==> config.mk <==
export PLATFORM = sky130hd
export DESIGN_NAME = pipeline_ctrl_flat
export DESIGN_NICKNAME = d
export VERILOG_FILES = /design/src/rtl/pipeline_ctrl_if.sv /design/src/rtl/pipeline_ctrl.sv /design/src/flat_wrapper.sv
export SDC_FILE = /design/constraint.sdc
export NUM_CORES = 1
export LEC_CHECK = 0
export BUFFER_PORTS_ARGS = -buffer_cell sky130_fd_sc_hd__buf_4
export CAP_MARGIN = 15
export CORE_MARGIN = 1
export CORE_UTILIZATION = 50
export CTS_BUF_LIST = sky130_fd_sc_hd__clkbuf_4 sky130_fd_sc_hd__clkbuf_8 sky130_fd_sc_hd__clkbuf_16
export CTS_CLUSTER_DIAMETER = 60
export DETAILED_ROUTE_END_ITERATION = 7
export PLACE_DENSITY = 0.73
export SKIP_CTS_REPAIR_TIMING = 1
export SLEW_MARGIN = 25
export SYNTH_ARGS = -nofsm -noshare
export SYNTH_HDL_FRONTEND = slang
export SYNTH_SLANG_ARGS = --single-unit
==> constraint.sdc <==
create_clock -name clk -period 3.21 [get_ports clk]
set_clock_uncertainty 0.1 [all_clocks]
set_input_delay 0.1605 -clock clk [delete_from_list [all_inputs] [get_ports clk]]
set_output_delay 0.1605 -clock clk [all_outputs]
set_load 0.02 [all_outputs]
==> src/rtl/pipeline_ctrl_if.sv <==
// Stall, hazard and redirect signals exchanged between the pipeline stages and pipeline_ctrl.
// The pipeline drives through master; the controller receives through slave.
interface pipeline_ctrl_if;
  logic        pause_req_if;
  logic        pause_req_id;
  logic        pause_req_ex;
  logic        pause_req_mem;
  logic        hold;
  logic        excp_valid;
  logic [31:0] excp_pc;
  logic        br_valid;
  logic [31:0] br_pc;
  logic [5:0]  pause;
  logic        flush;
  logic        flush_front;
  logic        redirect_valid;
  logic [31:0] redirect_pc;
  logic [31:0] stall_cnt;
  logic        timeout;

  modport master (
    output pause_req_if, pause_req_id, pause_req_ex, pause_req_mem, hold,
           excp_valid, excp_pc, br_valid, br_pc,
    input  pause, flush, flush_front, redirect_valid, redirect_pc, stall_cnt, timeout
  );

  modport slave (
    input  pause_req_if, pause_req_id, pause_req_ex, pause_req_mem, hold,
           excp_valid, excp_pc, br_valid, br_pc,
    output pause, flush, flush_front, redirect_valid, redirect_pc, stall_cnt, timeout
  );
endinterface

==> src/rtl/pipeline_ctrl.sv <==
// Pipeline hazard controller: stage pause vector, exception/branch redirect with
// pending capture, a saturating stall counter and a consecutive-stall watchdog.
module pipeline_ctrl #(
  parameter int unsigned TIMEOUT = 1024
) (
  input  logic           clk,
  input  logic           rst,
  pipeline_ctrl_if.slave bus
);
  localparam logic [31:0] TO = 32'(TIMEOUT);

  typedef enum logic [1:0] {RUN, FLUSH, FRONT} state_e;

  state_e      state_q, state_d;
  logic        flush_q, flush_d;
  logic        front_q, front_d;
  logic        rv_q, rv_d;
  logic [31:0] rpc_q, rpc_d;
  logic        excp_pend_q, excp_pend_d;
  logic [31:0] excp_ppc_q, excp_ppc_d;
  logic        br_pend_q, br_pend_d;
  logic [31:0] br_ppc_q, br_ppc_d;
  logic [31:0] stall_q, stall_d;
  logic [31:0] run_q, run_d;
  logic        tmo_q, tmo_d;

  logic [5:0]  pause_raw, pause_w;
  logic        excp_here, br_here, excp_acc, br_acc;
  logic [31:0] excp_tgt, br_tgt;

  always_comb begin
    pause_raw = '0;
    if (bus.hold)               pause_raw = 6'b111111;
    else if (bus.pause_req_mem) pause_raw = 6'b011111;
    else if (bus.pause_req_ex)  pause_raw = 6'b001111;
    else if (bus.pause_req_id)  pause_raw = 6'b000111;
    else if (bus.pause_req_if)  pause_raw = 6'b000011;
  end

  // A flushing cycle squashes every stall except a debug halt.
  assign pause_w = (flush_q && !bus.hold) ? '0 : pause_raw;

  always_comb begin
    excp_here = bus.excp_valid || excp_pend_q;
    excp_tgt  = bus.excp_valid ? bus.excp_pc : excp_ppc_q;
    br_here   = bus.br_valid || br_pend_q;
    br_tgt    = bus.br_valid ? bus.br_pc : br_ppc_q;
    excp_acc  = (state_q == RUN) && excp_here && !bus.pause_req_mem && !bus.hold;
    br_acc    = (state_q == RUN) && br_here && !pause_w[3] && !excp_acc;

    state_d     = RUN;
    excp_pend_d = excp_pend_q;
    excp_ppc_d  = excp_ppc_q;
    br_pend_d   = br_pend_q;
    br_ppc_d    = br_ppc_q;

    unique case (state_q)
      RUN: begin
        if (excp_acc) begin
          state_d     = FLUSH;
          excp_pend_d = 1'b0;
          br_pend_d   = 1'b0;
        end else begin
          if (excp_here) begin
            excp_pend_d = 1'b1;
            excp_ppc_d  = excp_tgt;
          end
          if (br_acc) begin
            state_d   = FRONT;
            br_pend_d = 1'b0;
          end else if (br_here) begin
            br_pend_d = 1'b1;
            br_ppc_d  = br_tgt;
          end
        end
      end
      FRONT: begin
        if (bus.excp_valid) begin
          excp_pend_d = 1'b1;
          excp_ppc_d  = bus.excp_pc;
        end
      end
      FLUSH:   state_d = RUN;
      default: state_d = RUN;
    endcase

    flush_d = excp_acc;
    front_d = br_acc;
    rv_d    = excp_acc || br_acc;
    rpc_d   = excp_acc ? excp_tgt : (br_acc ? br_tgt : rpc_q);

    stall_d = stall_q;
    if (pause_w != '0 && stall_q != '1) stall_d = stall_q + 32'd1;

    // Watchdog only counts stalls not explained by a debug halt.
    run_d = '0;
    if (pause_w != '0 && !bus.hold) run_d = (run_q == TO) ? run_q : run_q + 32'd1;
    tmo_d = tmo_q || (run_d == TO);
  end

  always_ff @(posedge clk or negedge rst) begin
    if (!rst) begin
      state_q     <= RUN;
      flush_q     <= 1'b0;
      front_q     <= 1'b0;
      rv_q        <= 1'b0;
      rpc_q       <= '0;
      excp_pend_q <= 1'b0;
      excp_ppc_q  <= '0;
      br_pend_q   <= 1'b0;
      br_ppc_q    <= '0;
      stall_q     <= '0;
      run_q       <= '0;
      tmo_q       <= 1'b0;
    end else begin
      state_q     <= state_d;
      flush_q     <= flush_d;
      front_q     <= front_d;
      rv_q        <= rv_d;
      rpc_q       <= rpc_d;
      excp_pend_q <= excp_pend_d;
      excp_ppc_q  <= excp_ppc_d;
      br_pend_q   <= br_pend_d;
      br_ppc_q    <= br_ppc_d;
      stall_q     <= stall_d;
      run_q       <= run_d;
      tmo_q       <= tmo_d;
    end
  end

  assign bus.pause          = pause_w;
  assign bus.flush          = flush_q;
  assign bus.flush_front    = front_q;
  assign bus.redirect_valid = rv_q;
  assign bus.redirect_pc    = rpc_q;
  assign bus.stall_cnt      = stall_q;
  assign bus.timeout        = tmo_q;
endmodule

==> src/flat_wrapper.sv <==
// flat-port wrapper written by rule: the top's interface ports become plain ports
module pipeline_ctrl_flat 
#(
  parameter int unsigned TIMEOUT = 1024
)
  (clk, rst, bus_pause_req_if, bus_pause_req_id, bus_pause_req_ex, bus_pause_req_mem, bus_hold, bus_excp_valid, bus_excp_pc, bus_br_valid, bus_br_pc, bus_pause, bus_flush, bus_flush_front, bus_redirect_valid, bus_redirect_pc, bus_stall_cnt, bus_timeout);
  pipeline_ctrl_if bus_i ();
  input  logic clk;
  input  logic rst;
  input wire logic [$bits(bus_i.pause_req_if)-1:0] bus_pause_req_if;
  input wire logic [$bits(bus_i.pause_req_id)-1:0] bus_pause_req_id;
  input wire logic [$bits(bus_i.pause_req_ex)-1:0] bus_pause_req_ex;
  input wire logic [$bits(bus_i.pause_req_mem)-1:0] bus_pause_req_mem;
  input wire logic [$bits(bus_i.hold)-1:0] bus_hold;
  input wire logic [$bits(bus_i.excp_valid)-1:0] bus_excp_valid;
  input wire logic [$bits(bus_i.excp_pc)-1:0] bus_excp_pc;
  input wire logic [$bits(bus_i.br_valid)-1:0] bus_br_valid;
  input wire logic [$bits(bus_i.br_pc)-1:0] bus_br_pc;
  output wire logic [$bits(bus_i.pause)-1:0] bus_pause;
  output wire logic [$bits(bus_i.flush)-1:0] bus_flush;
  output wire logic [$bits(bus_i.flush_front)-1:0] bus_flush_front;
  output wire logic [$bits(bus_i.redirect_valid)-1:0] bus_redirect_valid;
  output wire logic [$bits(bus_i.redirect_pc)-1:0] bus_redirect_pc;
  output wire logic [$bits(bus_i.stall_cnt)-1:0] bus_stall_cnt;
  output wire logic [$bits(bus_i.timeout)-1:0] bus_timeout;
  assign bus_i.pause_req_if = bus_pause_req_if;
  assign bus_i.pause_req_id = bus_pause_req_id;
  assign bus_i.pause_req_ex = bus_pause_req_ex;
  assign bus_i.pause_req_mem = bus_pause_req_mem;
  assign bus_i.hold = bus_hold;
  assign bus_i.excp_valid = bus_excp_valid;
  assign bus_i.excp_pc = bus_excp_pc;
  assign bus_i.br_valid = bus_br_valid;
  assign bus_i.br_pc = bus_br_pc;
  assign bus_pause = bus_i.pause;
  assign bus_flush = bus_i.flush;
  assign bus_flush_front = bus_i.flush_front;
  assign bus_redirect_valid = bus_i.redirect_valid;
  assign bus_redirect_pc = bus_i.redirect_pc;
  assign bus_stall_cnt = bus_i.stall_cnt;
  assign bus_timeout = bus_i.timeout;
  pipeline_ctrl #(.TIMEOUT(TIMEOUT)) u_core (.clk(clk), .rst(rst), .bus(bus_i));
endmodule
==> results.cfg, run 1 <==
[synth]
syn_nets = 846
postSynthCellCount = 770
yosys.area_share.simple_pct = 15.1
avgSynthCellArea_sq_um = 10.7
synthAdderAreaFrac_pct = 0.455
ys_types = 51
synthXorXnorAreaFrac_pct = 6.47
synthArstFlopShare_pct = 100
synth_top_flop_cell = dfrtp_1
synth-seq-area-share_pct = 50.9
synth_top_family_by_area = multiplexers
ys_ff_latch = 168
yosysWarnings = 0
muxShareOfSynthArea_pct = 17.0
synth_compound_area_share_pct = 6.82
synth_area_sq_um = 8260
synth-edff-count = 0

[routing]
drt-total-wl_mm = 19.4
drt-initial-drc-count = 446
post-route-drc-count = 0
first_pass_iters = 4
ant_nets = 0
vias_per_cell = 5.31
vias = 6388
wl_per_cell_microns = 16.1

[cts]
h-tree-depth = 4
cts_tree = built
clk_latency_ns = 0.42
cts.clk_slew.worst_paths_ns = 0.06
cts_sinks = 168
cts_made_buffers = 17
clock_tree.root_cell = clkbuf_16
cts.path.max_buffers = 2

[timing]
fmax_mhz = 327
finalSetupViolCount = 0
finalMaxSlewViolations = 0
worstMarginPinSlew_ns = 0.885
relSlewSlack_pct = 41.0
finalHoldViolCount = 0
rsz0062_at_grt = no
min_period_over_period_pct = 95.3
post-route-min-period_ns = 3.06

[cells_and_area]
fill_cells = 1228
area_delta_synth_final_pct = 31.6
utilization_pct = 67.9
fin_nets = 1050
diodes = 0
drive_above_1_share_pct = 28.3

[setup_path]
start_kind = flop
required_ns = 3.42
end_kind = flop
path_buf_inv = 0
worst_ep_arrival_time_ns = 3.27
crit_fanout = 6
worst-setup-path-type = flop to flop
slowest_stage = or4_4
worstPathCellList = nand4_1, or4_4, nor3_1, xor2_1, a2111o_1, or4_1, o41ai_2
cp_slowest_stage_delay_ns = 0.61
path_delay_family = simple AND/OR/NAND/NOR gates

[grt]
grtUsageTotal_pct = 22.3
grt.overflow.total = 0
grt_pass1_vias = 5893
grt_pass1_wl_mm = 29.2
grt_max_degree = 94
antenna_found_initial = 0

[floorplan]
core_sq_um = 16000
fp-row-count = 46
die_area_sq_um = 17000
die_width_microns = 131
initial_core_util_pct = 51.6
die_h_microns = 131
io_pins = 147

[job]
max-cap-violations = 0

[placed_design]
hpwlAfterDp_mm = 12.3
gp_congestion = 0.868
io_buffers = 146

[worst_hold_path]
worst_hold_path_type = input port to flop

[pwr]
power_density_nw_per_um2 = 599
peakVddDrop_mv = 0.513
power_mw = 6.51
cellLeakagePower_nw = 4.95

[run_status]
status = finished clean
[worst reg2reg max path: stages (launching register included)]
cell and delay (ns):
dfrtp_1 0.45, nand4_1 0.28, or4_4 0.61, nor3_1 0.23
xor2_1 0.11, a2111o_1 0.40, or4_1 0.55, o41ai_2 0.23
[power by group]
part	internal, mW	switching, mW	total, mW	leakage [nW]
sequential	2.50	0.240	2.74	2.06
combinational	0.780	0.831	1.61	2.58
clock	1.32	0.847	2.16	0.305
total	4.59	1.92	6.51	4.95
[placed cells by master, fill, tap and decap left out, drive strengths merged, types with 3 or more instances in the layout]
cell and count:
dfrtp 168, buf 163, nor2 108, a21oi 73
mux2i 67, dlygate4sd3 66, mux2 65, xnor2 42
nand2 27, nand3 27, xor2 19, clkbuf 18
nand4 17, inv 14, nor3 13, and2 10
o21ai 9, nor4 9, and4 8, and3 8
clkinv 8, or4 7, bufinv 4, or3 4
o21bai 3, or2 3, ha 3, o21a 3
[per-layer routing]
| metal | share of wire, % | track usage, % | vias to the layer above |
|---|---|---|---|
| met5 | 0 | 0 | - |
| met4 | 1.2 | 5.34 | 0 |
| met3 | 4.2 | 6.39 | 18 |
| met2 | 50 | 36.0 | 144 |
| met1 | 45 | 29.7 | 3121 |
| li1 | - | - | 3105 |
[flip-flops by register name, summed over array words and instances (netlist names)]
name                       flops
u_core.excp_ppc_q             32
u_core.br_ppc_q               32
u_core.br_pend_q               1
u_core.excp_pend_q             1
u_core.run_q                  32
u_core.bus.flush_front         1
u_core.bus.timeout             1
u_core.state_q                 2
u_core.bus.redirect_valid      1
u_core.bus.flush               1
u_core.bus.stall_cnt          32
u_core.bus.redirect_pc        32
[worst paths after layout]
path	start	to	slack, ns	depth (start not counted)
min in group asynchronous	rst	u_core.bus.stall_cnt[24]$_DFFE_PN0P_	0.30	2
min	bus_hold	u_core.excp_pend_q$_DFFE_PN0P_	0.002	3
max reg2reg	u_core.run_q[10]$_DFF_PN0_	u_core.bus.timeout$_DFF_PN0_	0.15	7
max in group asynchronous	rst	u_core.br_ppc_q[6]$_DFFE_PN0P_	1.88	3
min reg2reg	u_core.bus.timeout$_DFF_PN0_	u_core.bus.timeout$_DFF_PN0_	0.39	2
max	u_core.run_q[10]$_DFF_PN0_	u_core.bus.timeout$_DFF_PN0_	0.15	7
[synth_stat cells (13+ instances only)]
cell | count | share of area, %
clkbuf_1 | 18 | 0.82
a21oi_1 | 73 | 4.4
nand4_1 | 16 | 1.2
nand3_1 | 27 | 1.6
nor2_1 | 108 | 4.9
mux2_2 | 65 | 8.9
nand2_1 | 27 | 1.2
buf_1 | 15 | 0.68
inv_1 | 14 | 0.64
dfrtp_1 | 168 | 51
xor2_1 | 19 | 2.0
xnor2_1 | 42 | 4.5
nor3_1 | 13 | 0.79
mux2i_1 | 67 | 8.1
[metrics by stage]
stage                     instances   TNS [ns]  instance area [sq um]  hold slack, ns  setup slack [ns]
after floorplan                 770          0                   8260          -0.235             0.427
after global placement         1105          0                   9580           0.221             0.154
after detailed placement       1105          0                   9580           0.206            0.0329
after CTS                      1136  -0.000494                  10200          -0.240         -0.000494
after global routing           1202          0                  10900          0.0163           0.00875
final                          1202          0                  10900         0.00201             0.151
[kinds of logic (layout without fill, tap and decap cells)]
family,count (synthesis),in the layout
and+or+nand+nor,249,249
DFF,168,168
adders and majority gates,3,3
xor gates and xnor gates,61,61
AOI/OAI and AO/OA,99,99
muxes,132,132
buffers and inverters,58,274
[area by class of cell]
type	count	area (sq um)	share of cell area (%)
Sequential cell	168	4200	38.7
Multi-Input combinational cell	544	3810	35.1
Timing Repair Buffer	229	1910	17.6
Clock buffer	18	439	4.04
Tap cell	216	270	2.49
Clock inverter	13	179	1.65
Inverter	14	52.6	0.483
No activity file was read; power rests on OpenSTA's default activity.
==> run 2: changes to the inputs <==
--- a/config.mk
+++ b/config.mk
@@ -7,12 +7,13 @@
 export LEC_CHECK = 0
 export BUFFER_PORTS_ARGS = -buffer_cell sky130_fd_sc_hd__buf_4
 export CAP_MARGIN = 15
+export CORE_ASPECT_RATIO = 1.4
 export CORE_MARGIN = 1
 export CORE_UTILIZATION = 50
 export CTS_BUF_LIST = sky130_fd_sc_hd__clkbuf_4 sky130_fd_sc_hd__clkbuf_8 sky130_fd_sc_hd__clkbuf_16
 export CTS_CLUSTER_DIAMETER = 60
 export DETAILED_ROUTE_END_ITERATION = 7
-export PLACE_DENSITY = 0.73
+export PLACE_DENSITY = 0.75
 export SKIP_CTS_REPAIR_TIMING = 1
 export SLEW_MARGIN = 25
 export SYNTH_ARGS = -nofsm -noshare
==> constraint.sdc (replaced) <==
create_clock -name clk -period 2.5 [get_ports clk]
set_clock_uncertainty 0.1 [all_clocks]
set_input_delay 0.125 -clock clk [delete_from_list [all_inputs] [get_ports clk]]
set_output_delay 0.125 -clock clk [all_outputs]
set_load 0.02 [all_outputs]
==> run 2 against run 1 <==
Compared with the run above:
- hold slack improved by 0.012 ns
- die area is essentially flat
- critical endpoint unchanged
- non-clock buffer count is 59 higher
- first-iteration DRC count down 16%
- sequential share of layout area down 1.5 points
- cell count increased by 3.6%
- the flow now finishes with violations (setup timing)
- utilization grew 1.9 points
- fmax grew 9.0%
==> results.cfg, run 2 (synthesis gave the netlist of run 1 again) <==
[grt]
grt_pass1_vias = 6435
grt_max_degree = 68
grt_pass1_wl_mm = 31.5
grt.overflow.total = 0
antenna_found_initial = 0
grtUsageTotal_pct = 23.4

[cells_and_area]
drive_above_1_share_pct = 32.9
multiInputGateArea_sq_um = 3840
area_delta_synth_final_pct = 36.8
fin_nets = 1109
layout_common_cells = buf_4 (219), dfrtp_1 (166), nor2_1 (106), a21oi_1 (73), mux2i_1 (67)
diodes = 0
fill_cells = 1120
stdcell_area_sq_um = 11300
mostFrequentLayoutCell = buf_4
ff_latch_area_sq_um = 4210
utilization_pct = 69.9

[pwr]
pwr-share-seq_pct = 42.4
pwr-share-comb_pct = 25.6
power_density_nw_per_um2 = 732
power.internal_mw = 5.76
pwr-share-clk_pct = 32.0
power_mw = 8.28
switching_power_mw = 2.51
peakVddDrop_mv = 0.448
switching_share_pct = 30.4
cellLeakagePower_nw = 5.23

[cts]
cts_made_buffers = 17
clk_latency_ns = 0.43
h-tree-depth = 4
cts.path.max_buffers = 2
cts.clk_slew.worst_paths_ns = 0.06
cts_tree = built
clock_tree.root_cell = clkbuf_16
cts_sinks = 168

[timing]
fin_setup_tns_ns = -0.306
finalSetupViolCount = 1
hold_ws_ns = 0.0137
worstMarginPinSlew_ns = 0.744
min_period_over_period_pct = 112
finalWorstSetupSlack_ns = -0.306
rsz0062_at_grt = yes
finalMaxSlewViolations = 0
fmax_mhz = 356
relSlewSlack_pct = 49.9
finalHoldViolCount = 0
post-route-min-period_ns = 2.81

[setup_path]
required_ns = 2.72
end_kind = flop
cp_slowest_stage_delay_ns = 0.57
worst_ep_arrival_time_ns = 3.03
start_kind = flop
crit_fanout = 4
worstPathCellList = nand4_1, buf_4, nor4_1, nand3_1, xor2_1, nor2_1, or4_1, o41ai_2
worst-setup-path-type = flop to flop
slowest_stage = nor4_1
path_delay_family = simple AND/OR/NAND/NOR gates
path_buf_inv = 1

[floorplan]
fp-row-count = 55
initial_core_util_pct = 51.1
die_area_sq_um = 17000
io_pins = 147
die_width_microns = 111
core_sq_um = 16200
die_h_microns = 154

[routing]
vias_per_cell = 5.48
ant_nets = 0
wl_per_cell_microns = 16.8
vias = 6823
first_pass_iters = 7
post-route-drc-count = 0
drt-total-wl_mm = 20.9
drt-initial-drc-count = 376

[run_status]
violations = setup timing
status = finished, violations left

[placed_design]
io_buffers = 146
gp_congestion = 0.851
hpwlAfterDp_mm = 13.6
place_area_sq_um = 10000

[job]
max-cap-violations = 0

[worst_hold_path]
worst_hold_path_type = input port to flop
==> run 2: changes by cell type in the layout (fill, tap and decap cells not counted), sizes merged <==
cell      before  now
buf          163  222
clkinv         8    4
inv           14   18
bufinv         4    2
clkbuf        18   20
clkinvlp       1    2
==> run 2: power by group through the flow <==
stage / clock (mW) / sequential [mW] / combinational, mW
final: 2.65 / 3.51 / 2.12
after global routing: 2.80 / 3.57 / 2.30
after CTS: 2.69 / 3.49 / 2.02
after detailed placement: 0 / 3.54 / 2.01
after global placement: 0 / 3.52 / 1.97
after floorplan: 0 / 3.78 / 0.937
==> run 2: cell type report <==
class	instances	share of cell area, %
Sequential cell	168	37.2
Inverter	14	0.465
Tap cell	199	2.20
Clock inverter	12	1.24
Multi-Input combinational cell	544	34.0
Clock buffer	20	4.02
Timing Repair Buffer	288	20.9
==> run 2: worst reg2reg max path, cell delays in order (launching register included) <==
cell and delay [ns]:
dfrtp_1 0.35, nand4_1 0.19, buf_4 0.20, nor4_1 0.57, nand3_1 0.18, xor2_1 0.18
nor2_1 0.07, or4_1 0.53, o41ai_2 0.34
==> run 2: through the flow <==
stage          cells  setup slack [ns]
2_1_floorplan    770            -0.200
3_3_place_gp    1144            -0.244
3_5_place_dp    1144            -0.298
4_1_cts         1176            -0.349
5_1_grt         1245            -0.434
6_report        1245            -0.306
==> run 2: final timing paths <==
path	startpoint	end	slack, ns	depth (start not counted)
max	u_core.run_q[9]$_DFF_PN0_	u_core.bus.timeout$_DFF_PN0_	-0.31	8
min	bus_excp_valid	u_core.bus.redirect_valid$_DFF_PN0_	0.01	4
max reg2reg	u_core.run_q[9]$_DFF_PN0_	u_core.bus.timeout$_DFF_PN0_	-0.31	8
min reg2reg	u_core.bus.timeout$_DFF_PN0_	u_core.bus.timeout$_DFF_PN0_	0.39	2
max in group asynchronous	rst	u_core.excp_ppc_q[6]$_DFFE_PN0P_	1.43	3
min in group asynchronous	rst	u_core.bus.stall_cnt[1]$_DFFE_PN0P_	0.14	2
==> run 2: per-layer routing <==
metal  track usage (%)  up-vias  wire (microns)
li1                  -     3220               -
met1              27.0     3353            8280
met2              41.3      201           11200
met3              5.20       49             904
met4              10.6        0             561
met5                 0        -               0
